==> src/rtl/instruction_fetch_if.sv <==
// Signal bundle between the instruction fetch unit, program memory, the bus
// arbiter and pipeline_stage1.
interface instruction_fetch_if;
  // Memory read handshake: the fetch unit holds mem_rd_n low with mem_addr
  // stable until a posedge that sees mem_ready=1 takes the byte on mem_data.
  // Releasing the strobe before that edge (bus hand-off, PC load, fetch
  // suppression) abandons the read; nothing is taken from mem_data.
  logic [15:0] mem_addr;
  logic        mem_rd_n;
  logic [7:0]  mem_data;
  logic        mem_ready;
  logic        fetch_suppress;
  logic        pc_load;
  logic [15:0] pc_load_value;
  logic        bus_request;
  logic        bus_grant;
  logic [7:0]  instruction;
  logic        instruction_valid;
  logic [15:0] pc;
  logic        flag_reset_out;

  modport master (
    output mem_addr, mem_rd_n, bus_grant, instruction, instruction_valid, pc, flag_reset_out,
    input  mem_data, mem_ready, fetch_suppress, pc_load, pc_load_value, bus_request
  );

  modport slave (
    input  mem_addr, mem_rd_n, bus_grant, instruction, instruction_valid, pc, flag_reset_out,
    output mem_data, mem_ready, fetch_suppress, pc_load, pc_load_value, bus_request
  );
endinterface

==> src/rtl/instruction_fetch.sv <==
// Instruction fetch front end: reads one opcode byte per clock at the PC and
// hands it to stage1, inserting NOP bubbles on waits, suppression, loads and bus hand-off.
module instruction_fetch #(
  parameter logic [15:0] RESET_VECTOR = 16'h0000,
  parameter int          RESET_CYCLES = 4,
  parameter logic [7:0]  NOP_OPCODE   = 8'h00
) (
  input  logic                  clk,
  input  logic                  reset,
  instruction_fetch_if.master   bus,
  output logic [1:0]            fsm_state
);

  // Encoding is visible on fsm_state: 0 = RESET, 1 = FETCH, 2 = HOLD.
  typedef enum logic [1:0] {
    ST_RESET = 2'd0,
    ST_FETCH = 2'd1,
    ST_HOLD  = 2'd2
  } state_t;

  localparam int CW = (RESET_CYCLES > 1) ? $clog2(RESET_CYCLES) : 1;
  localparam logic [CW-1:0] RST_CNT_INIT = CW'(RESET_CYCLES - 1);

  state_t        state, state_next;
  logic [CW-1:0] rst_cnt, rst_cnt_next;
  logic [15:0]   pc_q, pc_next;
  logic [7:0]    instr_q, instr_next;
  logic          valid_q, valid_next;
  logic          flag_q, flag_next;
  logic          grant_q, grant_next;
  logic          read_en;

  always_ff @(posedge clk or posedge reset) begin
    if (reset) begin
      state   <= ST_RESET;
      rst_cnt <= RST_CNT_INIT;
      pc_q    <= RESET_VECTOR;
      instr_q <= NOP_OPCODE;
      valid_q <= 1'b0;
      flag_q  <= 1'b1;
      grant_q <= 1'b0;
    end else begin
      state   <= state_next;
      rst_cnt <= rst_cnt_next;
      pc_q    <= pc_next;
      instr_q <= instr_next;
      valid_q <= valid_next;
      flag_q  <= flag_next;
      grant_q <= grant_next;
    end
  end

  // The strobe drops the moment any higher-priority request appears, so an
  // unaccepted read is never completed behind a hand-off or load.
  assign read_en = (state == ST_FETCH) && !bus.fetch_suppress &&
                   !bus.bus_request && !bus.pc_load;

  always_comb begin
    state_next   = state;
    rst_cnt_next = rst_cnt;
    pc_next      = pc_q;
    instr_next   = NOP_OPCODE;
    valid_next   = 1'b0;
    flag_next    = flag_q;
    grant_next   = grant_q;

    case (state)
      ST_RESET: begin
        if (rst_cnt == '0) begin
          state_next = ST_FETCH;
          flag_next  = 1'b0;
        end else begin
          rst_cnt_next = rst_cnt - 1'b1;
        end
      end
      ST_FETCH: begin
        if (bus.bus_request) begin
          state_next = ST_HOLD;
          grant_next = 1'b1;
        end else if (bus.pc_load) begin
          pc_next = bus.pc_load_value;
        end else if (bus.fetch_suppress) begin
          pc_next = pc_q;
        end else if (bus.mem_ready) begin
          instr_next = bus.mem_data;
          valid_next = 1'b1;
          pc_next    = pc_q + 16'd1;
        end
      end
      ST_HOLD: begin
        if (bus.pc_load) pc_next = bus.pc_load_value;
        if (!bus.bus_request) begin
          state_next = ST_FETCH;
          grant_next = 1'b0;
        end
      end
      default: state_next = ST_RESET;
    endcase
  end

  assign bus.mem_addr          = pc_q;
  assign bus.mem_rd_n          = !read_en;
  assign bus.pc                = pc_q;
  assign bus.instruction       = instr_q;
  assign bus.instruction_valid = valid_q;
  assign bus.flag_reset_out    = flag_q;
  assign bus.bus_grant         = grant_q;
  assign fsm_state             = state;

endmodule

==> src/flat_wrapper.sv <==
// flat-port wrapper written by rule: the top's interface ports become plain ports
module instruction_fetch_flat 
#(
  parameter logic [15:0] RESET_VECTOR = 16'h0000,
  parameter int          RESET_CYCLES = 4,
  parameter logic [7:0]  NOP_OPCODE   = 8'h00
)
  (clk, reset, fsm_state, bus_mem_addr, bus_mem_rd_n, bus_bus_grant, bus_instruction, bus_instruction_valid, bus_pc, bus_flag_reset_out, bus_mem_data, bus_mem_ready, bus_fetch_suppress, bus_pc_load, bus_pc_load_value, bus_bus_request);
  instruction_fetch_if bus_i ();
  input  logic clk;
  input  logic reset;
  output logic [1:0] fsm_state;
  output wire logic [$bits(bus_i.mem_addr)-1:0] bus_mem_addr;
  output wire logic [$bits(bus_i.mem_rd_n)-1:0] bus_mem_rd_n;
  output wire logic [$bits(bus_i.bus_grant)-1:0] bus_bus_grant;
  output wire logic [$bits(bus_i.instruction)-1:0] bus_instruction;
  output wire logic [$bits(bus_i.instruction_valid)-1:0] bus_instruction_valid;
  output wire logic [$bits(bus_i.pc)-1:0] bus_pc;
  output wire logic [$bits(bus_i.flag_reset_out)-1:0] bus_flag_reset_out;
  input wire logic [$bits(bus_i.mem_data)-1:0] bus_mem_data;
  input wire logic [$bits(bus_i.mem_ready)-1:0] bus_mem_ready;
  input wire logic [$bits(bus_i.fetch_suppress)-1:0] bus_fetch_suppress;
  input wire logic [$bits(bus_i.pc_load)-1:0] bus_pc_load;
  input wire logic [$bits(bus_i.pc_load_value)-1:0] bus_pc_load_value;
  input wire logic [$bits(bus_i.bus_request)-1:0] bus_bus_request;
  assign bus_mem_addr = bus_i.mem_addr;
  assign bus_mem_rd_n = bus_i.mem_rd_n;
  assign bus_bus_grant = bus_i.bus_grant;
  assign bus_instruction = bus_i.instruction;
  assign bus_instruction_valid = bus_i.instruction_valid;
  assign bus_pc = bus_i.pc;
  assign bus_flag_reset_out = bus_i.flag_reset_out;
  assign bus_i.mem_data = bus_mem_data;
  assign bus_i.mem_ready = bus_mem_ready;
  assign bus_i.fetch_suppress = bus_fetch_suppress;
  assign bus_i.pc_load = bus_pc_load;
  assign bus_i.pc_load_value = bus_pc_load_value;
  assign bus_i.bus_request = bus_bus_request;
  instruction_fetch #(.RESET_VECTOR(RESET_VECTOR), .RESET_CYCLES(RESET_CYCLES), .NOP_OPCODE(NOP_OPCODE)) u_core (.clk(clk), .reset(reset), .bus(bus_i), .fsm_state(fsm_state));
endmodule
==> config.mk <==
export PLATFORM = sky130hd
export DESIGN_NAME = instruction_fetch_flat
export DESIGN_NICKNAME = d
export VERILOG_FILES = /design/src/rtl/instruction_fetch_if.sv /design/src/rtl/instruction_fetch.sv /design/src/flat_wrapper.sv
export SDC_FILE = /design/constraint.sdc
export NUM_CORES = 1
export LEC_CHECK = 0
export ABC_AREA = 1
export BUFFER_PORTS_ARGS = -buffer_cell sky130_fd_sc_hd__buf_2
export CAP_MARGIN = 20
export CORE_AREA = 5 5 80 67
export CTS_CLUSTER_DIAMETER = 150
export CTS_CLUSTER_SIZE = 12
export DETAILED_ROUTE_END_ITERATION = 8
export DIE_AREA = 0 0 85 72
export HOLD_SLACK_MARGIN = 0.02
export PLACE_DENSITY_LB_ADDON = 0.08
export SLEW_MARGIN = 25
export SYNTH_ARGS = -nofsm -noshare
export SYNTH_HDL_FRONTEND = slang
export SYNTH_SLANG_ARGS = --single-unit
==> constraint.sdc <==
create_clock -name clk -period 1.45 [get_ports clk]
set_input_delay 0.2175 -clock clk [delete_from_list [all_inputs] [get_ports clk]]
set_output_delay 0.2175 -clock clk [all_outputs]
set_load 0.02 [all_outputs]
==> metrics.txt, run 1 <==
# TYPE chip_impl_metric gauge
chip_impl_info{name="synthFlopType",value="dfrtp_1"} 1
chip_impl_metric{name="detailedRoute.firstIterationViolations",unit=""} 76
chip_impl_info{name="cp-end-kind",value="flop"} 1
chip_impl_info{name="cp-start-kind",value="flop"} 1
chip_impl_metric{name="diodes",unit=""} 0
chip_impl_metric{name="detail_route.drc_violations",unit=""} 0
chip_impl_metric{name="die_area",unit="sq um"} 6120
chip_impl_metric{name="clock-sinks",unit=""} 31
chip_impl_metric{name="crit_path_max_incr_delay",unit="ns"} 0.40
chip_impl_metric{name="fp.dieH",unit="um"} 72
chip_impl_metric{name="layout_setup_ws",unit="ns"} -0.0589
chip_impl_metric{name="detail_route.vias_per_cell",unit=""} 4.55
chip_impl_metric{name="post_synth_and_or_nand_nor_area_fraction",unit="%"} 30.7
chip_impl_metric{name="fin_nets",unit=""} 390
chip_impl_metric{name="synth_compound_gate_area_share",unit="%"} 5.73
chip_impl_metric{name="synth.lib_cells_used.distinct",unit=""} 25
chip_impl_metric{name="post_synth_fa_ha_maj_area_fraction",unit="%"} 3.29
chip_impl_metric{name="via_count",unit=""} 1892
chip_impl_metric{name="regToRegSetupSlack",unit="ns"} -0.06
chip_impl_metric{name="internal_power",unit="W"} 0.00365
chip_impl_metric{name="chipWidth",unit="um"} 85
chip_impl_metric{name="peakVddDrop",unit="mV"} 1.28
chip_impl_metric{name="critical_path_arrival",unit="ns"} 1.73
chip_impl_metric{name="worstPathBufferInverterCount",unit=""} 4
chip_impl_metric{name="synth.area.mux_share",unit="%"} 0.527
chip_impl_metric{name="path_clk_slew",unit="ns"} 0.07
chip_impl_metric{name="timing_worst_slew_pin_value",unit="ns"} 0.410
chip_impl_metric{name="timing.critical_path.required",unit="ns"} 1.67
chip_impl_metric{name="power.switching",unit="W"} 0.00304
chip_impl_metric{name="final_count_of_hold_timing_violations",unit=""} 0
chip_impl_metric{name="ratio_of_cells_with_drive_above_1_in_the_final_layout",unit="%"} 43.5
chip_impl_metric{name="final_min_period_over_clock_period",unit="%"} 104
chip_impl_metric{name="initial_core_util",unit="%"} 42.6
chip_impl_metric{name="detail_route.wirelength",unit="um"} 5050
chip_impl_metric{name="clk_lat_worst_skew",unit="ns"} 0.28
chip_impl_info{name="synth_top_family_by_area",value="simple AND/OR/NAND/NOR gates"} 1
chip_impl_metric{name="slew_headroom",unit="%"} 72.7
chip_impl_info{name="hold_class",value="in2async"} 1
chip_impl_metric{name="placementRows",unit=""} 22
chip_impl_metric{name="clock_skew",unit="ns"} 0.00558
chip_impl_metric{name="first_global_vias",unit=""} 1695
chip_impl_metric{name="area.growth.synth_to_final",unit="%"} 46.4
chip_impl_info{name="cts_tree",value="yes"} 1
chip_impl_metric{name="clkPwrFrac",unit="%"} 15.5
chip_impl_info{name="worstPathCellList",value="inv_4 > buf_12 > ha_4 > inv_2 > nor2_4 > nand2_4 > buf_6 > nor2_2 > o21ai_1 > nand2_1"} 1
chip_impl_metric{name="post_drt_wl_per_cell",unit="um"} 12.1
chip_impl_metric{name="yosys_register_bits",unit=""} 31
chip_impl_metric{name="drv.max_cap_violation_count",unit=""} 0
chip_impl_metric{name="cts_max_path_buffers",unit=""} 2
chip_impl_metric{name="grt_pass1_wl",unit="um"} 7670
chip_impl_info{name="worst_path_max_delay_cell",value="dfrtp_2"} 1
chip_impl_metric{name="port-buffer-count",unit=""} 75
chip_impl_metric{name="dp_hpwl",unit="um"} 3470
chip_impl_metric{name="placeableCoreArea",unit="sq um"} 4460
chip_impl_metric{name="synth-xor-area-share",unit="%"} 3.23
chip_impl_metric{name="grt_remaining_overflow",unit=""} 0
chip_impl_info{name="rsz0062_at_grt",value="yes"} 1
chip_impl_metric{name="synth_cells",unit=""} 267
chip_impl_info{name="violations",value="setup timing"} 1
chip_impl_metric{name="synth_largest_type_area_fraction",unit="%"} 36.9
chip_impl_metric{name="post-route-util",unit="%"} 62.3
chip_impl_metric{name="cellLeakagePower",unit="nW"} 1.52
chip_impl_metric{name="async_reset_ff_share",unit="%"} 100
chip_impl_metric{name="grt.total_usage",unit="%"} 15.6
chip_impl_metric{name="drt-pass1-iter-count",unit=""} 4
chip_impl_metric{name="post-route-min-period",unit="ns"} 1.51
chip_impl_metric{name="grt_max_degree",unit=""} 32
chip_impl_metric{name="gp_congestion",unit=""} 0.824
chip_impl_info{name="yosys.cell_count.top_type",value="nand2_1"} 1
chip_impl_metric{name="synth_warnings",unit=""} 0
chip_impl_metric{name="mapped_nets",unit=""} 302
chip_impl_info{name="critical-path-top-delay-family",value="flip-flops"} 1
chip_impl_info{name="cts_root_buf",value="clkbuf_8"} 1
chip_impl_metric{name="numCtsBuffers",unit=""} 5
chip_impl_metric{name="worstPathMaxFanout",unit=""} 8
chip_impl_metric{name="power_density",unit="nW/um^2"} 2410
chip_impl_metric{name="finalSetupViolCount",unit=""} 17
chip_impl_metric{name="slew_violations",unit=""} 0
chip_impl_info{name="yosys.area.top_type",value="dfrtp_1"} 1
chip_impl_metric{name="postCtsHoldBufs",unit=""} 0
chip_impl_metric{name="power_switching_share",unit="%"} 45.4
chip_impl_metric{name="avgSynthCellArea",unit="sq um"} 7.11
chip_impl_metric{name="seq_power_share",unit="%"} 22.5
chip_impl_info{name="status",value="finished, violations left"} 1
chip_impl_metric{name="placed_area",unit="sq um"} 2360
chip_impl_metric{name="synth.cell_area",unit="sq um"} 1900
chip_impl_metric{name="antenna_found_initial",unit=""} 0
chip_impl_info{name="post_synth_main_area_contributors",value="dfrtp_1 37%, nand2_1 15%, nor2_1 9.9%"} 1
chip_impl_metric{name="final_antenna_net_count",unit=""} 0
chip_impl_metric{name="htree_levels",unit=""} 2
chip_impl_info{name="ys_top_cells_by_count",value="76 x nand2_1, 50 x nor2_1, 36 x inv_1"} 1
chip_impl_metric{name="synth-edff-count",unit=""} 0
chip_impl_metric{name="synth.yosys.seq_area_share",unit="%"} 41.0
chip_impl_metric{name="fmax",unit="MHz"} 663
chip_impl_info{name="timing_worst_setup_path_type",value="reg2reg"} 1
chip_impl_metric{name="power.combinational.fraction",unit="%"} 62.0
chip_impl_metric{name="design.portCount",unit=""} 76
chip_impl_metric{name="final_area",unit="sq um"} 2780
worst reg2reg max path: stages (launching register included):
cell and delay, ns:
dfrtp_2 0.40, inv_4 0.05, buf_12 0.12, ha_4 0.26, inv_2 0.04, nor2_4 0.09, nand2_4 0.11, buf_6 0.16
nor2_2 0.09, o21ai_1 0.06, nand2_1 0.07
kinds of logic after synthesis:
family                   after synthesis
AND/OR/NAND/NOR                      147
multiplexers                           1
buffers and inverters                 57
XOR/XNOR                               7
AO/OA/AOI/OAI                         19
adder cells (fa/ha/maj)                5
flip-flops                            31
cell type report:
type | instances | area [sq um]
clock inverters | 3 | 67.6
well taps | 60 | 75.1
inverters | 37 | 149
flip-flops and latches | 31 | 783
multi-input cells | 179 | 985
fillers | 432 | 1680
clock buffers | 5 | 68.8
repair buffers | 101 | 652
worst paths after layout:
| check | start | to | cells after the start |
|---|---|---|---|
| max in group asynchronous | reset | u_core.rst_cnt[0] | 3 |
| min | reset | u_core.bus.mem_addr[13] | 3 |
| max reg2reg | u_core.fsm_state[1] | u_core.bus.mem_addr[5] | 10 |
| max | u_core.fsm_state[1] | u_core.bus.mem_addr[5] | 10 |
| min reg2reg | u_core.bus.flag_reset_out | u_core.bus.flag_reset_out | 1 |
| min in group clk | bus_mem_data[6] | u_core.bus.instruction[6] | 3 |
layout by cell type, fill, tap and decap left out:
master / instances
mux2i_1: 1
nand2_1: 72
nand4_1: 2
a21boi_0: 1
buf_6: 5
ha_4: 3
xnor2_1: 1
dfstp_2: 3
clkbuf_8: 5
a32o_1: 1
o21ai_0: 8
inv_4: 4
a21oi_1: 2
nand2_4: 1
nor2_4: 9
clkinvlp_4: 1
nor2_2: 11
xor2_1: 6
buf_2: 74
nand3_1: 15
inv_2: 4
nand3_2: 1
inv_1: 29
buf_12: 2
o211ai_1: 1
dfrtp_2: 3
dfrtp_1: 25
buf_4: 18
o21ai_1: 4
bufinv_16: 2
nand2_2: 4
o21ai_2: 2
nor2_1: 31
clkbuf_16: 2
nor3_2: 1
ha_1: 2
stage by stage:
stage	std cells	hold WS [ns]	total power, W	TNS, ns	setup slack (ns)
after floorplan	267	0.319	0.00390	0	0.000965
after global placement	397	0.330	0.00465	-0.0368	-0.00754
after detailed placement	397	0.332	0.00468	-0.0349	-0.0209
after CTS	409	0.0218	0.00593	-0.773	-0.0907
after global routing	416	0.0444	0.00720	-1.70	-0.136
final	416	0.00833	0.00670	-0.419	-0.0589
power groups by stage:
stage | clock, W | combinational [W] | sequential [W]
2_1_floorplan | 0 | 0.00207 | 0.00184
3_3_place_gp | 0 | 0.00315 | 0.00150
3_5_place_dp | 0 | 0.00318 | 0.00150
4_1_cts | 0.00105 | 0.00338 | 0.00150
5_1_grt | 0.00110 | 0.00453 | 0.00158
6_report | 0.00104 | 0.00415 | 0.00151
flip-flops by register name (all words and copies together), names as in the netlist:
register	cells
u_core.bus.mem_addr	16
u_core.rst_cnt	2
u_core.bus.bus_grant	1
u_core.bus.instruction	8
u_core.bus.flag_reset_out	1
u_core.bus.instruction_valid	1
u_core.fsm_state	2
layer usage:
metal | vias to the layer above | wire, um | global-route usage [%]
met1 | 857 | 2320 | 21.0
li1 | 975 | - | -
met2 | 55 | 2320 | 24.8
met5 | - | 0 | 0
met3 | 5 | 359 | 4.09
met4 | 0 | 47 | 4.75
what timing repair did:
action | 4_1_cts | 5_1_grt
buffers inserted | 4 | 5
pin swaps | 5 | 17
gates cloned | 0 | 2
endpoints found under the setup margin | 12 | 23
resized for setup | 14 | 41
Note: power is estimated with default switching activity, not from simulation.
==> run 2, diff against run 1 <==
--- a/config.mk
+++ b/config.mk
@@ -13,9 +13,11 @@
 export CTS_CLUSTER_SIZE = 12
 export DETAILED_ROUTE_END_ITERATION = 8
 export DIE_AREA = 0 0 85 72
-export HOLD_SLACK_MARGIN = 0.02
+export HOLD_SLACK_MARGIN = 0.06
 export PLACE_DENSITY_LB_ADDON = 0.08
+export RECOVER_POWER = 100
 export SLEW_MARGIN = 25
 export SYNTH_ARGS = -nofsm -noshare
 export SYNTH_HDL_FRONTEND = slang
 export SYNTH_SLANG_ARGS = --single-unit
+export TNS_END_PERCENT = 10
==> metrics.txt, run 2 (synthesis gave the netlist of run 1 again) <==
# TYPE chip_impl_metric gauge
chip_impl_metric{name="via_count",unit=""} 1915
chip_impl_metric{name="placeableCoreArea",unit="sq um"} 4460
chip_impl_metric{name="power_density",unit="nW/um^2"} 2350
chip_impl_metric{name="placementRows",unit=""} 22
chip_impl_metric{name="route.layer.met1.wl",unit="um"} 2350
chip_impl_metric{name="fill_cells",unit=""} 475
chip_impl_metric{name="detail_route.vias_per_cell",unit=""} 4.66
chip_impl_metric{name="wl_met2",unit="um"} 2340
chip_impl_metric{name="post-layout-total-power",unit="W"} 0.00609
chip_impl_metric{name="detailroute.wirelength.met3",unit="um"} 382
chip_impl_metric{name="finalSetupViolCount",unit=""} 18
chip_impl_metric{name="post_drt_wl_per_cell",unit="um"} 12.5
chip_impl_metric{name="placed_area",unit="sq um"} 2330
chip_impl_metric{name="detail_route.wirelength",unit="um"} 5140
chip_impl_metric{name="fin_nets",unit=""} 385
chip_impl_metric{name="chipWidth",unit="um"} 85
chip_impl_metric{name="clock-sinks",unit=""} 31
chip_impl_info{name="cp_common_cell",value="nor2_2"} 1
chip_impl_metric{name="drt-pass1-iter-count",unit=""} 4
chip_impl_metric{name="timing.critical_path.required",unit="ns"} 1.68
chip_impl_metric{name="gp_congestion",unit=""} 0.804
chip_impl_metric{name="first_global_vias",unit=""} 1807
chip_impl_metric{name="grt.total_usage",unit="%"} 16.2
chip_impl_metric{name="crit_path_max_incr_delay",unit="ns"} 0.43
chip_impl_metric{name="timing_worst_slew_pin_value",unit="ns"} 0.767
chip_impl_metric{name="slew_violations",unit=""} 0
chip_impl_info{name="hold_class",value="in2reg"} 1
chip_impl_metric{name="cellLeakagePower",unit="nW"} 1.33
chip_impl_info{name="worst_path_max_delay_cell",value="dfrtp_2"} 1
chip_impl_info{name="top_layer_used",value="met4"} 1
chip_impl_info{name="cts_root_buf",value="clkbuf_8"} 1
chip_impl_info{name="layout.cells.most_common",value="nand2_1"} 1
chip_impl_info{name="status",value="finished, violations left"} 1
chip_impl_metric{name="clock_skew",unit="ns"} 0.00516
chip_impl_metric{name="final_area",unit="sq um"} 2590
chip_impl_metric{name="dp_hpwl",unit="um"} 3600
chip_impl_metric{name="peakVddDrop",unit="mV"} 1.07
chip_impl_metric{name="clk_lat_worst_skew",unit="ns"} 0.28
chip_impl_metric{name="regToRegSetupSlack",unit="ns"} -0.09
chip_impl_metric{name="worst_hold_slack",unit="ns"} 0.137
chip_impl_metric{name="layout_setup_ws",unit="ns"} -0.0924
chip_impl_metric{name="numCtsBuffers",unit=""} 5
chip_impl_metric{name="post-route-min-period",unit="ns"} 1.54
chip_impl_info{name="cp-start-kind",value="flop"} 1
chip_impl_metric{name="final_antenna_net_count",unit=""} 0
chip_impl_metric{name="grt_max_degree",unit=""} 32
chip_impl_info{name="cts_tree",value="yes"} 1
chip_impl_metric{name="worstPathMaxFanout",unit=""} 7
chip_impl_metric{name="fp.dieH",unit="um"} 72
chip_impl_metric{name="die_area",unit="sq um"} 6120
chip_impl_info{name="cp-end-kind",value="flop"} 1
chip_impl_metric{name="design.portCount",unit=""} 76
chip_impl_info{name="violations",value="setup timing"} 1
chip_impl_metric{name="cts_max_path_buffers",unit=""} 2
chip_impl_metric{name="grt_pass1_wl",unit="um"} 8090
chip_impl_metric{name="final_count_of_hold_timing_violations",unit=""} 0
chip_impl_metric{name="slew_headroom",unit="%"} 48.8
chip_impl_metric{name="grt_remaining_overflow",unit=""} 0
chip_impl_metric{name="area.growth.synth_to_final",unit="%"} 36.4
chip_impl_info{name="mostFrequentLayoutCells",value="75 x nand2_1, 46 x clkbuf_1, 38 x nor2_1"} 1
chip_impl_metric{name="drv.max_cap_violation_count",unit=""} 0
chip_impl_metric{name="critical_path_arrival",unit="ns"} 1.77
chip_impl_info{name="timing_worst_setup_path_type",value="reg2reg"} 1
chip_impl_metric{name="fmax",unit="MHz"} 648
chip_impl_metric{name="initial_core_util",unit="%"} 42.6
chip_impl_metric{name="antenna_found_initial",unit=""} 0
chip_impl_metric{name="final_min_period_over_clock_period",unit="%"} 106
chip_impl_metric{name="htree_levels",unit=""} 2
chip_impl_metric{name="detail_route.drc_violations",unit=""} 0
chip_impl_metric{name="detailedRoute.firstIterationViolations",unit=""} 76
chip_impl_metric{name="largest_register_ff_count",unit=""} 16
chip_impl_metric{name="diodes",unit=""} 0
chip_impl_info{name="rsz0062_at_grt",value="yes"} 1
chip_impl_metric{name="path_clk_slew",unit="ns"} 0.07
chip_impl_info{name="worstPathCellList",value="buf_6 > ha_4 > inv_4 > nor2_2 > nor2_2 > nand2_4 > buf_12 > nor2_4 > o21ai_1 > nand2_1"} 1
chip_impl_metric{name="ratio_of_cells_with_drive_above_1_in_the_final_layout",unit="%"} 25.1
chip_impl_metric{name="port-buffer-count",unit=""} 75
==> run 2: cell count changes in the layout (fill, tap and decap cells not counted), sizes merged <==
cell,change
dlygate4sd3,+1
bufinv,-2
buf,-52
clkbuf,+49
clkinvlp,-1
==> run 2: final cells by class <==
| cell class | instances | area (sq um) | area share [%] |
|---|---|---|---|
| clock buffer | 8 | 100 | 3.86 |
| inverter | 37 | 149 | 5.75 |
| multi-input combinational | 179 | 930 | 35.9 |
| sequential | 31 | 782 | 30.2 |
| tap | 60 | 75.1 | 2.90 |
| timing repair buffer | 96 | 556 | 21.4 |
==> run 2: per-layer routing <==
layer / GRT usage [%] / up-vias
met3: 3.86 / 7
met5: 0 / -
met2: 25.8 / 70
met4: 5.27 / 0
li1: - / 968
met1: 21.9 / 870
==> run 2: what timing repair did <==
item                                    4_1_cts  5_1_grt
hold endpoints to repair                     28        0
setup buffers                                 2        2
gates resized for setup                      14       29
pin swaps                                     1       10
hold buffers                                  1        0
endpoints found under the setup margin       22       27
gates cloned                                  0        3
==> run 2: final timing paths <==
| path | from | endpoint | depth (start not counted) |
|---|---|---|---|
| worst max-delay path | u_core.fsm_state[1] | u_core.bus.mem_addr[5] | 10 |
| worst min-delay path | bus_mem_data[1] | u_core.bus.instruction[1] | 3 |
| worst max register to register | u_core.fsm_state[1] | u_core.bus.mem_addr[5] | 10 |
| worst min register to register | u_core.bus.flag_reset_out | u_core.bus.flag_reset_out | 1 |
| max in group asynchronous | reset | u_core.fsm_state[0] | 4 |
| min in group asynchronous | reset | u_core.bus.mem_addr[7] | 4 |
==> run 2: through the flow <==
step / std cells / TNS, ns / utilization, % / worst slack [ns]
final: 411 / -0.942 / 58.1 / -0.0924
after global placement: 395 / 0 / 52.2 / 0.00354
after detailed placement: 395 / -0.707 / 52.2 / -0.0890
after global routing: 411 / -2.48 / 58.1 / -0.183
after floorplan: 267 / -0.157 / - / -0.0190
after CTS: 406 / -0.0748 / 56.0 / -0.0366
==> run 2: power breakdown <==
group | internal (W) | leakage, nW | total [W] | switching, W
clock | 0.000433 | 0.0515 | 0.000760 | 0.000327
combinational | 0.00153 | 0.895 | 0.00382 | 0.00228
sequential | 0.00116 | 0.385 | 0.00152 | 0.000355
total | 0.00313 | 1.33 | 0.00609 | 0.00297
==> run 2: worst max-delay path, delay by kind of cell, from the launching register on <==
kind	cells	cell delay, ns
AND/OR/NAND/NOR	5	0.46
adder cells (fa/ha/maj)	1	0.17
buffers and inverters	3	0.36
flip-flops	1	0.43
AO/OA/AOI/OAI	1	0.06
==> run 3, diff against run 2 <==
--- a/config.mk
+++ b/config.mk
@@ -16,6 +16,7 @@
 export HOLD_SLACK_MARGIN = 0.06
 export PLACE_DENSITY_LB_ADDON = 0.08
 export RECOVER_POWER = 100
+export SKIP_LAST_GASP = 1
 export SLEW_MARGIN = 25
 export SYNTH_ARGS = -nofsm -noshare
 export SYNTH_HDL_FRONTEND = slang
==> metrics.txt, run 3 (synthesis gave the netlist of run 1 again) <==
# TYPE chip_impl_metric gauge
chip_impl_metric{name="first_global_vias",unit=""} 1766
chip_impl_metric{name="numCtsBuffers",unit=""} 5
chip_impl_metric{name="slew_headroom",unit="%"} 47.9
chip_impl_metric{name="post-route-min-period",unit="ns"} 1.62
chip_impl_info{name="status",value="finished, violations left"} 1
chip_impl_metric{name="diodes",unit=""} 0
chip_impl_info{name="worstPathCellList",value="buf_4 > ha_4 > inv_2 > nor2_2 > buf_4 > inv_2 > o211ai_1 > nor3_1 > a21oi_1"} 1
chip_impl_metric{name="critical_path_arrival",unit="ns"} 1.77
chip_impl_metric{name="fmax",unit="MHz"} 618
chip_impl_metric{name="die_area",unit="sq um"} 6120
chip_impl_metric{name="post-route-util",unit="%"} 58.3
chip_impl_metric{name="layout_setup_ws",unit="ns"} -0.168
chip_impl_metric{name="final_count_of_hold_timing_violations",unit=""} 0
chip_impl_metric{name="worstPathMaxFanout",unit=""} 4
chip_impl_metric{name="clk_lat_worst_skew",unit="ns"} 0.28
chip_impl_metric{name="peakVddDrop",unit="mV"} 1.11
chip_impl_metric{name="drv.max_cap_violation_count",unit=""} 0
chip_impl_metric{name="port-buffer-count",unit=""} 75
chip_impl_info{name="worst_path_max_delay_cell",value="dfrtp_2"} 1
chip_impl_metric{name="dp_hpwl",unit="um"} 3600
chip_impl_metric{name="cellLeakagePower",unit="nW"} 1.38
chip_impl_info{name="mostFrequentLayoutCells",value="75 x nand2_1, 44 x buf_2, 39 x nor2_1"} 1
chip_impl_metric{name="cts_max_path_buffers",unit=""} 2
chip_impl_metric{name="final_min_period_over_clock_period",unit="%"} 112
chip_impl_info{name="violations",value="setup timing"} 1
chip_impl_metric{name="detail_route.vias_per_cell",unit=""} 4.61
chip_impl_metric{name="detail_route.drc_violations",unit=""} 0
chip_impl_metric{name="htree_levels",unit=""} 2
chip_impl_metric{name="power_density",unit="nW/um^2"} 2340
chip_impl_metric{name="antenna_found_initial",unit=""} 0
chip_impl_metric{name="post_drt_wl_per_cell",unit="um"} 12.4
chip_impl_metric{name="fin_nets",unit=""} 386
chip_impl_metric{name="initial_core_util",unit="%"} 42.6
chip_impl_metric{name="placeableCoreArea",unit="sq um"} 4460
chip_impl_info{name="layout.cells.most_common",value="nand2_1"} 1
chip_impl_metric{name="clock-sinks",unit=""} 31
chip_impl_metric{name="timing.critical_path.required",unit="ns"} 1.60
chip_impl_metric{name="met3_usage",unit="%"} 3.86
chip_impl_metric{name="timing_worst_slew_pin_value",unit="ns"} 0.781
chip_impl_metric{name="groute.layer.met1.usage",unit="%"} 21.9
chip_impl_metric{name="path_clk_slew",unit="ns"} 0.06
chip_impl_metric{name="grt_remaining_overflow",unit=""} 0
chip_impl_info{name="cp-end-kind",value="flop"} 1
chip_impl_metric{name="ratio_of_cells_with_drive_above_1_in_the_final_layout",unit="%"} 29.3
chip_impl_info{name="critical-path-top-delay-family",value="flip-flops"} 1
chip_impl_metric{name="grt_max_degree",unit=""} 32
chip_impl_info{name="cts_root_buf",value="clkbuf_8"} 1
chip_impl_metric{name="setup-tns-final",unit="ns"} -1.22
chip_impl_info{name="hold_class",value="in2reg"} 1
chip_impl_metric{name="detail_route.wirelength",unit="um"} 5120
chip_impl_metric{name="final_antenna_net_count",unit=""} 0
chip_impl_metric{name="placementRows",unit=""} 22
chip_impl_metric{name="slew_violations",unit=""} 0
chip_impl_metric{name="grt_pass1_wl",unit="um"} 7960
chip_impl_metric{name="clock_skew",unit="ns"} 0.00759
chip_impl_metric{name="chipWidth",unit="um"} 85
chip_impl_metric{name="gp_congestion",unit=""} 0.804
chip_impl_info{name="layer_with_the_highest_usage_after_global_routing",value="met2"} 1
chip_impl_metric{name="finalSetupViolCount",unit=""} 20
chip_impl_metric{name="design.portCount",unit=""} 76
chip_impl_metric{name="grt.total_usage",unit="%"} 16.0
chip_impl_metric{name="area.growth.synth_to_final",unit="%"} 37.0
chip_impl_info{name="timing_worst_setup_path_type",value="reg2reg"} 1
chip_impl_metric{name="worstPathBufferInverterCount",unit=""} 4
chip_impl_metric{name="drt-pass1-iter-count",unit=""} 5
chip_impl_info{name="cts_tree",value="yes"} 1
chip_impl_metric{name="crit_path_max_incr_delay",unit="ns"} 0.43
chip_impl_metric{name="detailedRoute.firstIterationViolations",unit=""} 90
chip_impl_metric{name="fp.dieH",unit="um"} 72
chip_impl_info{name="cp-start-kind",value="flop"} 1
chip_impl_metric{name="via_count",unit=""} 1898
chip_impl_metric{name="met2_capacity_usage_during_global_routing",unit="%"} 25.0
chip_impl_metric{name="largest_register_ff_count",unit=""} 16
chip_impl_info{name="rsz0062_at_grt",value="yes"} 1
run 3: cell count changes in the layout (fill, tap and decap cells not counted):
| cell | previous run | this run |
|---|---|---|
| nor2_1 | 38 | 39 |
| buf_4 | 10 | 13 |
| inv_4 | 4 | 3 |
| nor2_2 | 8 | 9 |
| buf_2 | 30 | 44 |
| buf_6 | 5 | 4 |
| nor2_4 | 5 | 3 |
| inv_2 | 2 | 3 |
| clkbuf_1 | 46 | 31 |
run 3: area by class of cell:
class | count | area [sq um]
clock buffer | 8 | 100
multi-input combinational | 179 | 917
tap | 60 | 75.1
inverter | 37 | 146
timing repair buffer | 97 | 581
fill | 464 | 1860
sequential | 31 | 782
run 3: tightest hold or removal path: stages:
cell	delay (ns)
buf_2	0.09
inv_1	0.04
nor2_1	0.03
run 3: worst paths after layout:
path | slack [ns] | start | endpoint | depth (start not counted)
setup reg to reg | -0.17 | u_core.fsm_state[0] | u_core.fsm_state[0] | 9
setup / recovery | -0.17 | u_core.fsm_state[0] | u_core.fsm_state[0] | 9
hold / removal | 0.14 | bus_mem_data[6] | u_core.bus.instruction[6] | 3
min in group asynchronous | 0.69 | reset | u_core.bus.mem_addr[7] | 4
hold reg to reg | 0.48 | u_core.bus.flag_reset_out | u_core.bus.flag_reset_out | 1
max in group asynchronous | 0.21 | reset | u_core.fsm_state[0] | 4
run 3: metrics by stage:
step	setup slack, ns	total power, W	instance area, sq um	std cells	hold WS (ns)
3_5_place_dp	-0.0890	0.00462	2330	395	0.325
2_1_floorplan	-0.0190	0.00388	1920	267	0.319
3_3_place_gp	0.00354	0.00457	2330	395	0.328
4_1_cts	-0.0750	0.00546	2480	406	0.134
6_report	-0.168	0.00608	2600	412	0.138
5_1_grt	-0.215	0.00662	2600	412	0.138
run 3: power breakdown:
part / switching [W] / total [W] / leakage, nW / internal (W)
Clock: 0.000322 / 0.000755 / 0.0515 / 0.000433
Sequential: 0.000345 / 0.00151 / 0.385 / 0.00116
Combinational: 0.00225 / 0.00382 / 0.945 / 0.00157
run 3: repair_timing:
item | CTS | global route
endpoints found under the setup margin | 22 | 27
buffers inserted | 2 | 3
hold buffers | 1 | 0
resized for setup | 8 | 27
hold endpoints to repair | 28 | 0
gates cloned | 0 | 3
pin swaps | 1 | 8
run 3: metal layers:
layer,vias to the layer above,share of wire [%]
met3,7,6.9
li1,970,-
met1,853,46
met4,0,1.2
met2,68,46
met5,-,0
